`config.mk`:
```
export PLATFORM = sky130hd
export DESIGN_NAME = regfile_wb_queue
export DESIGN_NICKNAME = d
export VERILOG_FILES = /design/src/rtl/mips_pkg.sv /design/src/rtl/wb_fwd_match.sv /design/src/rtl/regfile_wb_queue.sv
export SDC_FILE = /design/constraint.sdc
export NUM_CORES = 1
export LEC_CHECK = 0
export CORE_ASPECT_RATIO = 1.75
export CORE_MARGIN = 2
export CORE_UTILIZATION = 51
export CTS_CLUSTER_DIAMETER = 30
export DETAILED_ROUTE_END_ITERATION = 6
export PLACE_DENSITY = 0.77
export SYNTH_ARGS = -nofsm -noshare
export SYNTH_HDL_FRONTEND = slang
export SYNTH_SLANG_ARGS = --single-unit
```
`constraint.sdc`:
```
create_clock -name clk -period 5 [get_ports clk]
set_input_delay 1 -clock clk [delete_from_list [all_inputs] [get_ports clk]]
set_output_delay 1 -clock clk [all_outputs]
set_load 0.005 [all_outputs]
```
`src/rtl/mips_pkg.sv`:
```
// Shared MIPS datapath definitions for the register-file write-back path.
`default_nettype none

package mips_pkg;

   localparam int REG_AW = 5;
   localparam int XLEN   = 32;
   localparam logic [REG_AW-1:0] REG_ZERO = 5'd0;

   typedef struct packed {
      logic [REG_AW-1:0] addr;
      logic [XLEN-1:0]   data;
   } wb_entry_t;

endpackage

`default_nettype wire

```
`src/rtl/wb_fwd_match.sv`:
```
// Youngest-match search of pending write-back entries for one lookup address.
`default_nettype none

module wb_fwd_match
   import mips_pkg::*;
#(
   parameter int DEPTH = 4,
   localparam int PW   = $clog2(DEPTH)
) (
   input  wb_entry_t         entries [DEPTH],
   input  logic [DEPTH-1:0]  valid,
   input  logic [PW-1:0]     head,
   input  logic [REG_AW-1:0] addr,
   output logic              hit,
   output logic [XLEN-1:0]   data
);

   logic [PW-1:0] idx;

   // Walk oldest to youngest so later matches overwrite earlier ones.
   always_comb begin
      hit  = 1'b0;
      data = '0;
      idx  = '0;
      for (int k = 0; k < DEPTH; k++) begin
         idx = head + PW'(k);
         if (valid[idx] && (entries[idx].addr == addr) && (addr != REG_ZERO)) begin
            hit  = 1'b1;
            data = entries[idx].data;
         end
      end
   end

endmodule

`default_nettype wire

```
`src/rtl/regfile_wb_queue.sv`:
```
// In-order write-back queue merging ALU and MDU writes onto the register file's
// single write port, with forwarding of pending values to the decode read ports.
`default_nettype none

module regfile_wb_queue
   import mips_pkg::*;
#(
   parameter int DEPTH = 4,
   parameter int AW    = REG_AW,
   parameter int DW    = XLEN
) (
   input  logic                     clk,
   input  logic                     reset,
   input  logic                     alu_we,
   input  logic [AW-1:0]            alu_a,
   input  logic [DW-1:0]            alu_wd,
   input  logic                     mdu_valid,
   input  logic [AW-1:0]            mdu_a,
   input  logic [DW-1:0]            mdu_wd,
   output logic                     mdu_ready,
   output logic                     rf_we3,
   output logic [AW-1:0]            rf_a3,
   output logic [DW-1:0]            rf_wd3,
   input  logic [AW-1:0]            q_a1,
   input  logic [AW-1:0]            q_a2,
   output logic                     fwd_hit1,
   output logic                     fwd_hit2,
   output logic [DW-1:0]            fwd_d1,
   output logic [DW-1:0]            fwd_d2,
   output logic [$clog2(DEPTH):0]   count
);

   localparam int PW = $clog2(DEPTH);
   localparam int CW = PW + 1;

   wb_entry_t        entries [DEPTH];
   logic [PW-1:0]    head;
   logic [PW-1:0]    tail;
   logic [CW-1:0]    count_q;
   logic             nonempty;
   logic             alu_enq;
   logic             mdu_enq;
   logic [CW-1:0]    free;
   logic [PW-1:0]    mdu_slot;
   logic [DEPTH-1:0] valid;

   assign nonempty  = (count_q != '0);
   assign alu_enq   = alu_we && (alu_a != REG_ZERO);
   // The head slot is released by this cycle's drain, so it is reusable now.
   assign free      = CW'(DEPTH) - count_q + CW'(nonempty);
   assign mdu_ready = (free >= (CW'(1) + CW'(alu_enq)));
   assign mdu_enq   = mdu_valid && mdu_ready && (mdu_a != REG_ZERO);
   assign mdu_slot  = tail + PW'(alu_enq);

   always_ff @(posedge clk) begin
      if (reset) begin
         head    <= '0;
         tail    <= '0;
         count_q <= '0;
      end else begin
         head    <= head + PW'(nonempty);
         tail    <= tail + PW'(alu_enq) + PW'(mdu_enq);
         count_q <= count_q + CW'(alu_enq) + CW'(mdu_enq) - CW'(nonempty);
      end
   end

   always_ff @(posedge clk) begin
      if (!reset && alu_enq) begin
         entries[tail] <= '{addr: alu_a, data: alu_wd};
      end
      if (!reset && mdu_enq) begin
         entries[mdu_slot] <= '{addr: mdu_a, data: mdu_wd};
      end
   end

   generate
      for (genvar i = 0; i < DEPTH; i++) begin : g_valid
         logic [PW-1:0] age;
         assign age      = PW'(i) - head;
         assign valid[i] = ({1'b0, age} < count_q);
      end
   endgenerate

   assign rf_we3 = nonempty;
   assign rf_a3  = nonempty ? entries[head].addr : '0;
   assign rf_wd3 = nonempty ? entries[head].data : '0;
   assign count  = count_q;

   wb_fwd_match #(.DEPTH(DEPTH)) u_fwd1 (
      .entries (entries),
      .valid   (valid),
      .head    (head),
      .addr    (q_a1),
      .hit     (fwd_hit1),
      .data    (fwd_d1)
   );

   wb_fwd_match #(.DEPTH(DEPTH)) u_fwd2 (
      .entries (entries),
      .valid   (valid),
      .head    (head),
      .addr    (q_a2),
      .hit     (fwd_hit2),
      .data    (fwd_d2)
   );

endmodule

`default_nettype wire

```
==> metrics.txt <==
Fin. Hold Viols 0; pin count of the biggest net entering global routing 91; I/O Buffers 195; vias around 14000; Post-synth EDFFs 0; DR WL/cell 22.8 um; Initial Utilization 51.5%; DRT antenna net count 0; PwrDens a little over 700 nW/um^2; Max Root-Sink Buffers 2; Gate Count Post-Synth 1616; Worst setup EP type output port; iteration-0 DRC count of the detailed router ~1500; Tcrit/Tclk final 99.5%; Worst VDD drop 0.452 mV; worst-skew pair later-pin latency around 0.46 ns; Worst Path Required 4.00 ns; Clk pin slew, worst setup/hold paths 0.06 ns; outcome finished, violations left; Synth top area share approximately a quarter; DR pass1 iterations 7; fin area 16600 um^2; Slew Limit Headroom 41.1%; crit path cell chain buf_12, xnor2_2, inv_1, ha_1, nor2_1, mux4_2, o21ai_2, a211o_4, buf_4, a32oi_1, a221oi_2, clkdlybuf4s50_1; # setup viols final 0; Worst Path Arrival 3.98 ns; main flop type after synthesis dfxtp_1; Rows 78; remaining routing DRC violations 1; Least-Margin Pin Slew 0.874 ns; max cap viols 0; r2r setup slk ~1.9 ns; CP delay by family, top buffers and inverters; non-filler cells, final 2102; Synth area leaders dfxtp_1 (23%), mux2i_1 (17%), o21ai_0 (9.0%); WL final 48000 um; Post-Syn Area per Cell 8.18 um^2; CP Class reg -> out; Max Fclk 201 MHz; DR vias/cell 6.58; Multi-input gate area 9460 um^2; post-synthesis async set-or-reset flop share 0%; cell taking the most area after synthesis dfxtp_1; final-layout fill cell count between 2000 and 2500; num ports between 150 and 200; synth warn 0; final core occ 64.6%; failing checks design-rule violations; # hold bufs at CTS 0; die area 27300 um^2; Reg area 3110 um^2; CTS tree yes; placed inst area 15600 um^2; CTS root buf clkbuf_16; Synth-to-Final Area Change 25.5%; total CTS buffers 17; top post-synthesis cells by count nand2_1 (241), o21ai_0 (237), mux2i_1 (231); unrepaired setup endpoints after global routing true; Crit path buffers/inverters 4; Crit-path slowest cell clkdlybuf4s50_1; Die Span Y 217 um; clock skew 0.0113 ns; CP Max Fanout 11; max-slew violation count 0; global route overflow 0; core area about 26000 um^2; post-DP HPWL roughly 32000 um; CP max stage delay 0.58 ns; share of layout cells above drive strength 1 roughly 17%; initial antenna violation count 6; htree depth 4; number of synthesized register bits 155; Period minus WS final 4.98 ns; Hold Path Class reg -> reg; Placed Cells incl. Taps 2046; sequential fraction of the synthesis area approximately a quarter; Die Wd 126 um; Mapped Area 13200 um^2; vias in the first global route 13800; Clock Sinks 155; top-count cell post-synth nand2_1; P_leak 6.42 nW; Nets 1864; CP startpoint kind flip-flop; syn_nets about 1700; global-route wire length before repair 74100 um; Netlist cell types 49; Final GP Congestion between 0.9 and 1; GRT Util Overall 34.5%
==> cells by family after synthesis <==
| logic type | count (synthesis) | synth area share [%] |
|---|---|---|
| adder cells (fa/ha/maj) | 14 | 1.44 |
| AND/OR/NAND/NOR | 490 | 16.0 |
| buffers and inverters | 195 | 6.89 |
| flip-flops | 155 | 23.5 |
| XOR/XNOR | 41 | 2.72 |
| AO/OA/AOI/OAI | 394 | 20.4 |
| multiplexers | 327 | 29.1 |
==> state kept, by name (all words and copies together) (netlist names) <==
register and cells:
head 2, count 3, entries 148, tail 2
==> power breakdown <==
group / internal (mW) / switching, mW
Combinational: 3.60 / 4.42
Clock: 0.807 / 0.562
Sequential: 1.88 / 0.593
==> metal layers <==
layer  track usage, %  share of wire (%)  up-vias
met2             58.1                 50      836
met4             28.3                8.1        0
li1                 -                  -     6199
met1             37.9                 34     6519
met5                0                  0        -
met3             5.90                7.7      284
==> tightest hold or removal path: cells and delay by family, from the launching register on <==
| family | cells | cell delay (ns) |
|---|---|---|
| flops | 1 | 0.32 |
| mux | 1 | 0.11 |
| compound gates | 1 | 0.07 |
==> what timing repair did <==
item,CTS,global route
pin swaps,2,0
gates cloned,2,1
buffers inserted,12,2
setup endpoints to repair,61,35
hold endpoints to repair,0,0
resized for setup,8,28
==> cell type report <==
| class | instances | area share, % |
|---|---|---|
| tap | 320 | 2.41 |
| timing repair buffer | 281 | 17.2 |
| multi-input combinational | 1268 | 57.0 |
| antenna | 7 | 0.106 |
| clock inverter | 8 | 0.641 |
| sequential | 155 | 18.8 |
| clock buffer | 24 | 3.03 |
| inverter | 39 | 0.890 |
==> final timing paths <==
path	startpoint	to	depth (start not counted)
worst max-delay path	head[1]	fwd_d1[3]	12
worst min-delay path	entries[58]	entries[58]	2
worst min register to register	entries[58]	entries[58]	2
worst max register to register	count[2]	count[2]	14
==> stage by stage <==
step	hold WS (ns)	setup WS (ns)	power (mW)	setup TNS, ns
2_1_floorplan	0.516	0.0305	7.27	0
3_3_place_gp	0.533	-0.0802	9.78	-0.283
3_5_place_dp	0.546	-0.0800	10.0	-0.365
4_1_cts	0.555	0.00389	11.5	0
5_1_grt	0.575	-0.0272	12.6	-0.0585
6_report	0.554	0.0249	11.9	0
==> placed cells by master (no fill, tap or decap), types with 8 or more instances in the layout <==
| master | n |
|---|---|
| mux4_2 | 40 |
| clkdlybuf4s50_1 | 189 |
| o21ai_0 | 237 |
| xor2_1 | 8 |
| xnor2_1 | 31 |
| buf_12 | 16 |
| ha_1 | 12 |
| buf_4 | 63 |
| nor4_2 | 8 |
| nor2b_1 | 10 |
| a221oi_1 | 8 |
| nor4_1 | 19 |
| a31oi_1 | 23 |
| mux2_2 | 56 |
| a32oi_1 | 21 |
| clkbuf_16 | 19 |
| nand2_1 | 241 |
| a221oi_2 | 53 |
| nor2_1 | 132 |
| inv_1 | 37 |
| nor3_1 | 47 |
| mux2i_1 | 231 |
| dfxtp_1 | 153 |
| a21oi_1 | 28 |
(Power assumes the default switching activity.)
